## src/rtl/icache_refill_ctrl.sv

```systemverilog
// Instruction-cache refill controller.
// On a fetch miss it reads the four 32-bit words of the missing 16-byte line
// from main memory, one request per beat. It then installs the assembled line
// into the cache with a single-cycle write strobe. The pipeline is stalled
// while a refill is in flight. A memory beat that never completes parks the
// block in a sticky error state that only reset can clear.
module icache_refill_ctrl #(
    parameter int unsigned TIMEOUT = 64
) (
    input  logic         clk,
    input  logic         rst,
    input  logic         fetch_valid,
    input  logic [31:0]  fetch_addr,
    input  logic         hit,
    output logic         mem_req,
    output logic [31:0]  mem_addr,
    input  logic         mem_ready,
    input  logic [31:0]  mem_rdata,
    output logic [127:0] line_data,
    output logic [31:0]  line_addr,
    output logic         line_valid,
    output logic         stall,
    output logic         err
);

    localparam logic [1:0] ST_IDLE  = 2'd0;
    localparam logic [1:0] ST_BURST = 2'd1;
    localparam logic [1:0] ST_WRITE = 2'd2;
    localparam logic [1:0] ST_ERROR = 2'd3;

    localparam int unsigned   TW       = $clog2(TIMEOUT + 1);
    localparam logic [TW-1:0] TMO_LAST = TW'(TIMEOUT - 1);
    localparam logic [TW-1:0] TMO_ONE  = TW'(1);

    localparam logic [31:0] LINE_MASK = 32'hFFFF_FFF0;

    logic [1:0]    r_state;
    logic [1:0]    r_beat;
    logic [TW-1:0] r_tmo;
    logic [31:0]   r_base;
    logic [31:0]   r_mem_addr;
    logic          r_mem_req;
    logic [127:0]  r_line_data;
    logic [31:0]   r_line_addr;
    logic          r_line_valid;
    logic          r_err;

    logic [1:0]    w_next_state;
    logic          w_miss;
    logic          w_beat_last;
    logic          w_timeout;
    logic [1:0]    w_beat_inc;

    assign w_miss      = fetch_valid & ~hit;
    assign w_beat_last = (r_beat == 2'd3);
    assign w_timeout   = (r_tmo == TMO_LAST);
    assign w_beat_inc  = r_beat + 2'd1;

    // Next-state selection for the refill sequencer.
    always_comb begin
        w_next_state = r_state;
        case (r_state)
            ST_IDLE: begin
                if (w_miss) begin
                    w_next_state = ST_BURST;
                end else begin
                    w_next_state = ST_IDLE;
                end
            end
            ST_BURST: begin
                if (mem_ready) begin
                    if (w_beat_last) begin
                        w_next_state = ST_WRITE;
                    end else begin
                        w_next_state = ST_BURST;
                    end
                end else if (w_timeout) begin
                    w_next_state = ST_ERROR;
                end else begin
                    w_next_state = ST_BURST;
                end
            end
            ST_WRITE: w_next_state = ST_IDLE;
            ST_ERROR: w_next_state = ST_ERROR;
            default:  w_next_state = ST_IDLE;
        endcase
    end

    // State, registered strobes, and the line/addr datapath.
    always_ff @(posedge clk or negedge rst) begin
        if (!rst) begin
            r_state      <= ST_IDLE;
            r_beat       <= 2'd0;
            r_tmo        <= '0;
            r_base       <= 32'd0;
            r_mem_addr   <= 32'd0;
            r_mem_req    <= 1'b0;
            r_line_data  <= 128'd0;
            r_line_addr  <= 32'd0;
            r_line_valid <= 1'b0;
            r_err        <= 1'b0;
        end else begin
            r_state      <= w_next_state;
            // Strobes are decoded from the next state so they line up with it.
            r_mem_req    <= (w_next_state == ST_BURST);
            r_line_valid <= (w_next_state == ST_WRITE);
            r_err        <= (w_next_state == ST_ERROR);
            case (r_state)
                ST_IDLE: begin
                    if (w_miss) begin
                        r_base     <= fetch_addr & LINE_MASK;
                        r_mem_addr <= fetch_addr & LINE_MASK;
                        r_beat     <= 2'd0;
                        r_tmo      <= '0;
                    end
                end
                ST_BURST: begin
                    if (mem_ready) begin
                        r_line_data[{r_beat, 5'd0} +: 32] <= mem_rdata;
                        r_beat <= w_beat_inc;
                        r_tmo  <= '0;
                        if (w_beat_last) begin
                            // mem_addr keeps the final word address after the burst.
                            r_line_addr <= r_base;
                        end else begin
                            r_mem_addr <= r_base + {28'd0, w_beat_inc, 2'b00};
                        end
                    end else begin
                        r_tmo <= r_tmo + TMO_ONE;
                    end
                end
                default: begin
                end
            endcase
        end
    end

    assign mem_req    = r_mem_req;
    assign mem_addr   = r_mem_addr;
    assign line_data  = r_line_data;
    assign line_addr  = r_line_addr;
    assign line_valid = r_line_valid;
    assign err        = r_err;
    // The stall must cover the miss cycle itself, so it is combinational.
    assign stall      = (r_state != ST_IDLE) | w_miss;

endmodule

```

## config.mk

```make
export PLATFORM = sky130hd
export DESIGN_NAME = icache_refill_ctrl
export DESIGN_NICKNAME = d
export VERILOG_FILES = /design/src/rtl/icache_refill_ctrl.sv
export SDC_FILE = /design/constraint.sdc
export NUM_CORES = 1
export LEC_CHECK = 0
export ABC_CLOCK_PERIOD_IN_PS = 2500
export BUFFER_PORTS_ARGS = -buffer_cell sky130_fd_sc_hd__buf_4
export CAP_MARGIN = 10
export CORE_MARGIN = 2
export CORE_UTILIZATION = 35
export CTS_BUF_LIST = sky130_fd_sc_hd__clkbuf_4
export DETAILED_ROUTE_END_ITERATION = 8
export PLACE_DENSITY = 0.6
export SYNTH_ARGS = -nofsm -noshare
export SYNTH_HDL_FRONTEND = slang
export SYNTH_SLANG_ARGS = --single-unit
```

## constraint.sdc

```tcl
create_clock -name clk -period 2.5 [get_ports clk]
set_input_delay 0.25 -clock clk [delete_from_list [all_inputs] [get_ports clk]]
set_output_delay 0.25 -clock clk [all_outputs]
set_load 0.1 [all_outputs]
```

After elaboration in Yosys (flattened, before gate mapping)
Cells that the tools add are included.
{ "classes": {"addsub": 4, "n_eq_ne": 11, "shifts": 2, "mux": 16, "bitwise": 3, "reduce_logical": 9} }
{ "ops": {"columns": ["cell", "n"], "rows": [
  ["128-bit bitwise mux", 1],
  ["32-bit by 9-bit variable shift with 128-bit output (first input constant)", 1],
  ["32-bit by 9-bit variable part select with 128-bit output", 1],
  ["32-bit 2-to-1 mux", 3],
  ["32-bit one-hot mux with 2 select lines", 1],
  ["32-bit by 4-bit adder with 32-bit output", 1],
  ["7-bit 2-to-1 mux", 2],
  ["7-bit one-hot mux with 2 select lines", 1],
  ["2-bit equality test (second input constant)", 5],
  ["2-bit 2-to-1 mux", 5],
  ["7-bit negation with 9-bit output", 1],
  ["2-bit one-hot mux with 4 select lines", 1],
  ["7-bit by 1-bit adder with 7-bit output (second input constant)", 1],
  ["7-bit by 6-bit equality test with 1-bit output (second input constant)", 1],
  ["2-bit inequality test (second input constant)", 3],
  ["2-bit AND reduction", 3],
  ["3-bit AND reduction", 2],
  ["2-bit by 1-bit equality test with 1-bit output (second input constant)", 2],
  ["2-bit one-hot mux with 2 select lines", 1],
  ["4-bit AND reduction", 1],
  ["2-bit nonzero test", 2],
  ["2-bit by 1-bit adder with 2-bit output (second input constant)", 1],
  ["2-bit zero test", 1],
  ["1-bit bitwise AND", 1],
  ["other kinds (3)", 3]
]} }
{ "word_totals": {"ff_bits": 230, "wordCells": 55} }

Longest topological paths before layout
Gate-level depths: netlist (run 1).
{ "logic_depth": {"word_depth": 5, "depth_mapped": 8} }

Worst setup path before layout (run 1)
No wires, ideal clock.
{ "synth_timing": {"kind": "flip-flop to flip-flop", "startpoint": "register r_beat[0]", "endpoint": "register r_line_data[2] (netlist: line_data[2])", "setup_time_ns": 0.085, "t_arrival_ns": 1.836, "required_ns": 2.415, "path_slack_ns": 0.579, "stages_incl_launch_ff": 8, "n_path_buf": 2, "synth_period_minus_slack_ns": 1.921, "path_cell_list": "dfrtp_1 -> buf_2 -> inv_1 -> ha_1 -> nor3b_1 -> clkbuf_1 -> nand2_1 -> o21ai_0"} }
{ "synth_between": {"elab_chain_cells": 3} }
{ "synth_rtl": {"columns": ["element", "line", "source"], "rows": [
  ["start: declaration", "38", "logic [1:0] r_beat;"],
  ["start signal: assignment", "120", "r_beat <= w_beat_inc;"],
  ["7-bit negation with 9-bit output (*)", "119", "r_line_data[{r_beat, 5'd0} +: 32] <= mem_rdata;"],
  ["32-bit by 9-bit variable part select with 128-bit output or 32-bit by 9-bit variable shift with 128-bit output (tied branches)", "119", null],
  ["128-bit bitwise mux (*)", "119", null],
  ["end signal: indexed assignment", "119", null],
  ["end: declaration", "43", "logic [127:0] r_line_data;"]
]} }
Every way passes the cells marked *; elsewhere a longest branch is shown, timed or not.
A chain may end at the register's enable or synchronous reset.

Final worst setup path (run 1)
{ "layout_timing": {"startpoint": "register r_beat[0]", "endpoint": "register r_line_data[6] (netlist: line_data[6])"} }
The elaborated chain is that of the path after synthesis.

==> results of run 1 <==
-- per-layer routing --
layer  up-vias  share of wire [%]  track usage, %
met5         -                  0               0
met4         0                1.6           5.142
met3        38                9.1           6.465
met2       278                 45           30.02
met1      3523                 44           23.95
li1       3590                  -               -
-- flip-flops by register name, indices dropped and copies added, names as in the netlist --
register and count:
err 1, line_addr 28, line_data 128, line_valid 1, mem_addr 30, mem_req 1
r_base 28, r_beat 2, r_state 2, r_tmo 7
-- cells in the mapped netlist (all sizes together) --
library cell / instances / share of area, %
o21a: 1 / 0.080
nand3b: 4 / 0.32
xnor2: 1 / 0.093
buf: 22 / 1.5
or3: 1 / 0.067
and3b: 2 / 0.19
nor2b: 1 / 0.067
ha: 6 / 0.80
conb: 1 / 0.040
nor4: 1 / 0.067
nand2: 261 / 10
nor3: 1 / 0.053
a22o: 2 / 0.19
nor3b: 5 / 0.45
clkbuf: 39 / 1.6
mux2: 115 / 14
o211a: 1 / 0.11
nand3: 2 / 0.11
a21o: 2 / 0.16
nor4b: 1 / 0.16
or3b: 2 / 0.21
a211o: 1 / 0.093
nand2b: 1 / 0.067
a221oi: 2 / 0.19
o21ai: 129 / 6.9
o31ai: 3 / 0.24
or4: 1 / 0.12
nand4b: 4 / 0.37
nor2: 2 / 0.080
inv: 9 / 0.36
o31a: 1 / 0.093
dfrtp: 228 / 61
mux2i: 2 / 0.21
a21oi: 2 / 0.15
-- cells by family (layout without fill, tap and decap cells) --
group | count (synthesis) | count (layout) | share of synthesized area, %
AOI/OAI and AO/OA | 144 | 144 | 8.165
xor gates and xnor gates | 1 | 1 | 0.09325
adders and majority gates | 6 | 6 | 0.7991
buffers and inverters | 70 | 452 | 3.410
DFF | 228 | 228 | 60.74
muxes | 117 | 117 | 14.00
other | 1 | 8 | 0.03992
and+or+nand+nor | 289 | 289 | 12.76
-- timing repair --
action                    4_1_cts  5_1_grt
hold endpoints to repair      385        0
resized for setup               0        0
hold buffers                   63        0
buffers inserted                0        0
-- metrics by stage --
stage / cell area [um2] / hold slack [ns] / instances / setup slack (ns) / utilization [%]
after floorplan: 9413 / -0.04559 / 861 / 0.5787 / -
after global placement: 11770 / 0.2342 / 1409 / 0.3966 / 44.91
after detailed placement: 11770 / 0.2343 / 1409 / 0.3311 / 44.91
after CTS: 13150 / 0.03790 / 1578 / 0.2894 / 50.19
after global routing: 13160 / 0.06551 / 1580 / 0.1008 / 50.21
final: 13160 / 0.09971 / 1580 / 0.3102 / 50.21
-- path summary, 6_finish.rpt --
check	depth (start not counted)	slack [ns]	endpoint	start
setup reg to reg	6	0.31	line_data[6]	r_beat[0]
max in group asynchronous	3	1.58	line_data[83]	rst
setup / recovery	6	0.31	line_data[6]	r_beat[0]
hold / removal	4	0.1	r_beat[1]	fetch_valid
hold reg to reg	2	0.48	line_data[70]	line_data[70]
min in group asynchronous	2	0.13	line_data[20]	rst
-- area by class of cell --
class / instances / area, um2 / area share (%)
Tap cell: 335 / 419.2 / 3.185
Multi-Input combinational cell: 563 / 3421 / 26.00
Antenna cell: 2 / 5.005 / 0.03803
Sequential cell: 228 / 5705 / 43.36
Clock inverter: 19 / 101.3 / 0.7702
Timing Repair Buffer: 337 / 2820 / 21.43
Inverter: 9 / 33.78 / 0.2567
Clock buffer: 87 / 653.1 / 4.963
-- worst max-delay path: cells and delay by family, from the launching register on --
family,cells,cell delay (ns)
buffers and inverters,2,0.59
AOI/OAI and AO/OA,1,0.17
DFF,1,0.57
and+or+nand+nor,2,0.32
adders and majority gates,1,0.45
==> results.toml, run 1 <==
[outcome]
status = "finished clean"

[detailed_routing]
final_antenna_net_count = 0
routed-via-count = 7429
routed_via_density = 4.702
average_wire_length_per_cell_after_detail_routing_um = 16.55
initialDrtViolationCount = 331
number_of_design_rule_violations_left_after_detail_routing = 0
routed_wirelength_um = 26150
first_pass_detailed_route_iteration_total = 4

[sta]
unrepaired_setup_endpoints_after_global_routing = "false"
skew_ns = 0.01758
worst-slew-pin-transition_ns = 0.6378
maxClockFrequency_ghz = 0.4567
setup-violations-final = 0
hold_violations = 0
slew_headroom_pct = 57.48
fin_setup_tns_ns = 0
timing.final.max_slew_violations = 0
finalCriticalPeriod_ns = 2.190
period_share_pct = 87.59

[die]
fp.dieW_um = 167.8
rows = 59
io-pin-count = 265
die_area_um2 = 28170
core_um2 = 26210
start_util_pct = 35.85
die_h_um = 167.8

[clock_tree]
tritoncts_sinks = 228
clk_latency_ns = 0.66
max-clock-path-buffers = 3
cts.root.buffer_cell = "clkbuf_4"
cts_buffers = 61
cts_tree = "built"
clk_pin_slew_ns = 0.06
cts_htree_levels = 2

[cells_and_area]
area_grow_syn2layout_pct = 40.08
layout.filler_cells = 2445
drive_above_1_share_pct = 39.42
leading_cell_type_in_the_layout_fill_and_taps_excluded = "buf_4"
layout.cells.most_common_list = "buf_4, nand2_1, dfrtp_1"
layout.nets = 1275

[worst_setup_path]
cpPeakStageDelay_ns = 0.57
critical_path.slowest_cell = "dfrtp_1"
crit_path_end_kind = "register"
crit_path_required_time_ns = 3.08
path_cells = "inv_1, ha_1, nor3b_2, buf_4, nand2_1, o21ai_0"
critical_path_class = "register to register"
crit_fanout = 32
timing.critical_path.from_type = "register"
timing.critical_path.arrival_ns = 2.77

[global_route]
pin_count_of_the_biggest_net_entering_global_routing = 65
initial_antenna_violation_count = 1
global_route_wire_length_before_repair_um = 41810
grt_use_total_pct = 18.62
grt-ovfl-total = 0
via_count_of_the_first_global_routing_pass = 7862

[synth]
yosysUniqueCellTypes = 42
ys.warnings.count = 0
average_cell_area_after_synthesis_um2 = 10.97
syn-cell-area_um2 = 9394
seq_area_frac_synth_pct = 60.74
synthesis_stage_register_bit_count = 228
syn_inst = 856

[worst_hold_path]
worst_hold_path_type = "input pin to register"

[placement]
hpwl_after_dpl_um = 16580
gp_routability_congestion = 0.7715
io_buffer_count = 254

[run]
drv.max_cap_violation_count = 0
Power of run 1 is not shown: default switching activity piles up to over one toggle a cycle in this logic, so the estimate is an artifact.
==> run 2: changes to the inputs <==
- CTS_BUF_LIST: sky130_fd_sc_hd__clkbuf_4 -> sky130_fd_sc_hd__clkbuf_2
==> run 2 against run 1 <==
  * Via count rose by 1.9%
  * First-iteration DRC count increased by 9.4%
  * Critical path depth down 2
  * Final cell count up 1.7%
  * Design area is 0.58% higher
  * Critical endpoint is now r_base[11]
  * Global-route usage up 0.36 points
  * Hold slack improved by 0.18 ns
  * Non-clock buffer count is 31 higher
  * Critical path type unchanged
==> results.toml, run 2 (synthesized netlist as in run 1, its figures left out) <==
[clock_tree]
cts_htree_levels = 2
max-clock-path-buffers = 3
cts_buffers = 60
clk_latency_ns = 0.79
cts_tree = "built"
clk_pin_slew_ns = 0.10
cts.root.buffer_cell = "clkbuf_2"
tritoncts_sinks = 228

[worst_setup_path]
timing.critical_path.from_type = "register"
crit_family = "buffers and inverters"
combined_buffer_and_inverter_count_along_the_critical_path = 2
cpPeakStageDelay_ns = 0.56
path_cells = "nor4b_4, buf_12, mux2_2, dlygate4sd3_1"
timing.critical_path.arrival_ns = 2.94
critical_path_class = "register to register"
critical_path.slowest_cell = "dlygate4sd3_1"
crit_path_end_kind = "register"
crit_fanout = 28
crit_path_required_time_ns = 3.17

[global_route]
grt_use_met2_pct = 30.49
initial_antenna_violation_count = 1
via_count_of_the_first_global_routing_pass = 7911
grt_use_total_pct = 18.99
pin_count_of_the_biggest_net_entering_global_routing = 65
global_route.peak_usage_layer = "met2"
met1_usage_pct = 24.74
global_route.usage.met3_pct = 6.441
grt-ovfl-total = 0
global_route_wire_length_before_repair_um = 42600

[detailed_routing]
initialDrtViolationCount = 362
routed_via_density = 4.709
routed_wirelength_um = 26680
routed-via-count = 7568
number_of_design_rule_violations_left_after_detail_routing = 0
final_antenna_net_count = 0
average_wire_length_per_cell_after_detail_routing_um = 16.60
first_pass_detailed_route_iteration_total = 7

[die]
fp.dieW_um = 167.8
core_um2 = 26210
rows = 59
die_h_um = 167.8
die_area_um2 = 28170
io-pin-count = 265
start_util_pct = 35.85

[placement]
io_buffer_count = 254
gp_routability_congestion = 0.7715
hpwl_after_dpl_um = 16580
post-place-ws_ns = 0.3311

[sta]
period_share_pct = 90.62
maxClockFrequency_ghz = 0.4414
slew_headroom_pct = 66.26
skew_ns = 0.02332
fin_setup_tns_ns = 0
finalCriticalPeriod_ns = 2.266
setup-violations-final = 0
hold_violations = 0
unrepaired_setup_endpoints_after_global_routing = "false"
worst-slew-pin-transition_ns = 0.5039
timing.final.max_slew_violations = 0
worst_slack_ns = 0.2344
holdWs_ns = 0.2789

[outcome]
status = "finished clean"

[run]
drv.max_cap_violation_count = 0

[cells_and_area]
drive_above_1_share_pct = 39.09
largest_reg_flops = 128
area_grow_syn2layout_pct = 40.89
leading_cell_type_in_the_layout_fill_and_taps_excluded = "buf_4"
layout.nets = 1305
layout.cells.most_common_list = "buf_4, nand2_1, dfrtp_1"

[worst_hold_path]
worst_hold_path_type = "input pin to register"
## run 2: final cells by class
class                           instances  area [um2]
Antenna cell                            3       7.507
Clock buffer                           95       475.5
Clock inverter                          6       23.77
Fill cell                            2429       12970
Inverter                                9       33.78
Multi-Input combinational cell        563        3421
Sequential cell                       228        5707
Tap cell                              335       419.2
Timing Repair Buffer                  368        3148
## run 2: final timing paths
| check | from | end | slack [ns] | cells after the start |
|---|---|---|---|---|
| setup / recovery | r_state[1] | r_base[11] | 0.23 | 4 |
| hold / removal | mem_rdata[27] | line_data[123] | 0.28 | 4 |
| setup reg to reg | r_state[1] | r_base[11] | 0.23 | 4 |
| hold reg to reg | line_data[73] | line_data[73] | 0.49 | 2 |
| max in group asynchronous | rst | line_data[55] | 1.51 | 4 |
| min in group asynchronous | rst | line_data[112] | 0.61 | 4 |
## run 2: tightest hold or removal path, cell delays in order
cell and delay (ns):
dlygate4sd3_1 0.53, buf_4 0.15, nand2_1 0.05, o21ai_1 0.05
## run 2: routing by layer
metal  part of all wire [%]  up-vias  routed length (um)
met5                      0        -                   0
met4                    1.5        0                 407
met3                    8.8       40                2348
met2                     45      261               12120
met1                     44     3626               11810
li1                       -     3641                   -
## run 2: through the flow
step	cell area (um2)	utilization, %	instances
after floorplan	9413	-	861
after global routing	13240	50.50	1607
final	13240	50.50	1607
after global placement	11770	44.91	1409
after detailed placement	11770	44.91	1409
after CTS	13230	50.47	1604
## run 2: timing repair
item | in CTS | in global routing
hold buffers | 94 | 0
buffers inserted | 0 | 0
hold endpoints to repair | 425 | 0
endpoints found under the setup margin | 0 | 5
gates resized for setup | 0 | 1
Power of run 2 is left out for the same reason.
==> run 3: changes to the inputs <==
- ABC_CLOCK_PERIOD_IN_PS: 2500 -> 2600
- CORE_ASPECT_RATIO: default -> 0.7
- clock period: 2.5 -> 2.6 ns (I/O delays scaled with it)
==> run 3 against run 2 <==
  * Flip-flop and latch count unchanged
  * Global-route usage increased by 0.12 points
  * Non-clock buffer count is 11 lower
  * Design area fell by 0.91%
  * Critical path type unchanged
  * Maximum frequency decreased by 5.2%
  * First-iteration DRC count down 26%
  * Register-to-register slack got worse by 0.02 ns
  * Via count down 1.0%
  * Clock-buffer cell count fell by 15
  * Final cell count up 0.44%
  * Critical path depth unchanged
  * Hold slack got worse by 0.074 ns
==> results.toml, run 3 (synthesized netlist as in run 1, its figures left out) <==
[cells_and_area]
drive_above_1_share_pct = 38.72
layout.filler_cells = 2417
layout.cells.most_common_list = "buf_4, nand2_1, dfrtp_1"
final_core_utilization_pct = 49.33
multi_input_comb_area_um2 = 3421
register_area_um2 = 5707
layout.nets = 1291
leading_cell_type_in_the_layout_fill_and_taps_excluded = "buf_4"
area_grow_syn2layout_pct = 39.61
ant_diodes = 0
largest_reg_flops = 128

[detailed_routing]
final_antenna_net_count = 0
routed_wirelength_um = 26880
routed_via_density = 4.641
first_pass_detailed_route_iteration_total = 5
routed-via-count = 7491
number_of_design_rule_violations_left_after_detail_routing = 0
average_wire_length_per_cell_after_detail_routing_um = 16.66
initialDrtViolationCount = 267

[sta]
worst_slack_ns = 0.2112
holdWs_ns = 0.2047
maxClockFrequency_ghz = 0.4186
worst-slew-pin-transition_ns = 0.6447
setup-violations-final = 0
skew_ns = 0.06782
unrepaired_setup_endpoints_after_global_routing = "false"
fin_setup_tns_ns = 0
period_share_pct = 91.88
finalCriticalPeriod_ns = 2.389
timing.final.max_slew_violations = 0
slew_headroom_pct = 57.02
hold_violations = 0

[clock_tree]
clk_pin_slew_ns = 0.12
cts_tree = "built"
cts.root.buffer_cell = "clkbuf_2"
clk_latency_ns = 0.88
tritoncts_sinks = 228
max-clock-path-buffers = 3
cts_buffers = 57
cts_htree_levels = 2

[worst_setup_path]
crit_path_end_kind = "register"
regToRegEndpoint = "r_base[12]"
critical_path_class = "register to register"
crit_path_required_time_ns = 3.30
combined_buffer_and_inverter_count_along_the_critical_path = 2
timing.rr.start = "r_state[1]"
depth_of_the_most_critical_reg_to_reg_path = 4
path_cells = "nor4b_4, buf_4, mux2_2, dlygate4sd3_1"
cpPeakStageDelay_ns = 0.61
reg2reg_slack_ns = 0.21
timing.critical_path.from_type = "register"
timing.critical_path.arrival_ns = 3.09
critical_path.slowest_cell = "dfrtp_1"
crit_fanout = 22
crit_family = "buffers and inverters"

[outcome]
status = "finished clean"

[global_route]
global_route_wire_length_before_repair_um = 41940
grt_use_total_pct = 19.11
via_count_of_the_first_global_routing_pass = 7565
pin_count_of_the_biggest_net_entering_global_routing = 66
initial_antenna_violation_count = 0
grt-ovfl-total = 0

[placement]
io_buffer_count = 254
gp_routability_congestion = 0.7885
post-place-ws_ns = 0.4750
hpwl_after_dpl_um = 16930

[worst_hold_path]
min-delay-start = "mem_rdata[26]"
worst_hold_path_type = "input pin to register"
min_delay_path_depth = 4
hold_path_sink = "line_data[122]"

[die]
io-pin-count = 265
die_area_um2 = 28190
fp.dieW_um = 199.8
rows = 50
die_h_um = 141.1
core_um2 = 26590
start_util_pct = 35.33

[run]
drv.max_cap_violation_count = 0
run 3: cell count changes in the layout (fill, tap and decap cells not counted):
| cell | delta |
|---|---|
| buf_12 | +1 |
| clkbuf_2 | -15 |
| clkinv_1 | +5 |
| diode_2 | -3 |
| dlygate4sd3_1 | -12 |
| inv_2 | +2 |
run 3: worst max path at each step:
stage                           to  startpoint  cells after the start
global route         line_data[27]   r_beat[0]                      7
global placement     line_data[99]   r_beat[0]                      6
detailed placement  line_data[118]   r_beat[0]                      6
CTS                  line_data[31]   r_beat[0]                      7
finish                  r_base[12]  r_state[1]                      4
floorplan             line_data[2]   r_beat[0]                      7
run 3: layout make-up:
class                           count  share of cell area [%]
Inverter                            9                  0.2576
Multi-Input combinational cell    563                   26.08
Tap cell                          364                   3.473
Clock buffer                       80                   3.053
Timing Repair Buffer              357                   23.24
Clock inverter                     13                  0.3816
Sequential cell                   228                   43.51
run 3: metal layers:
layer	GRT usage, %	share of wire (%)	wire length, um
met3	6.914	9.0	2432
met1	25.97	45	12160
met5	0	0	0
met2	28.38	44	11780
met4	6.160	1.9	514
run 3: stage by stage:
step / instance area (um2) / cells
finish: 13120 / 1614
global route: 13120 / 1614
CTS: 13110 / 1614
detailed placement: 11830 / 1439
global placement: 11830 / 1439
floorplan: 9413 / 861
run 3: timing repair:
action                                  4_1_cts  5_1_grt
hold endpoints to repair                    426        0
endpoints found under the setup margin        0        3
hold buffers                                 82        0
setup buffers                                 0        0
resized for setup                             0        1
run 3: tightest hold or removal path: cells and delay by family:
| family | cells | cell delay [ns] |
|---|---|---|
| and+or+nand+nor | 1 | 0.06 |
| AOI/OAI and AO/OA | 1 | 0.05 |
| buffers and inverters | 2 | 0.70 |
Power of run 3 is left out for the same reason.
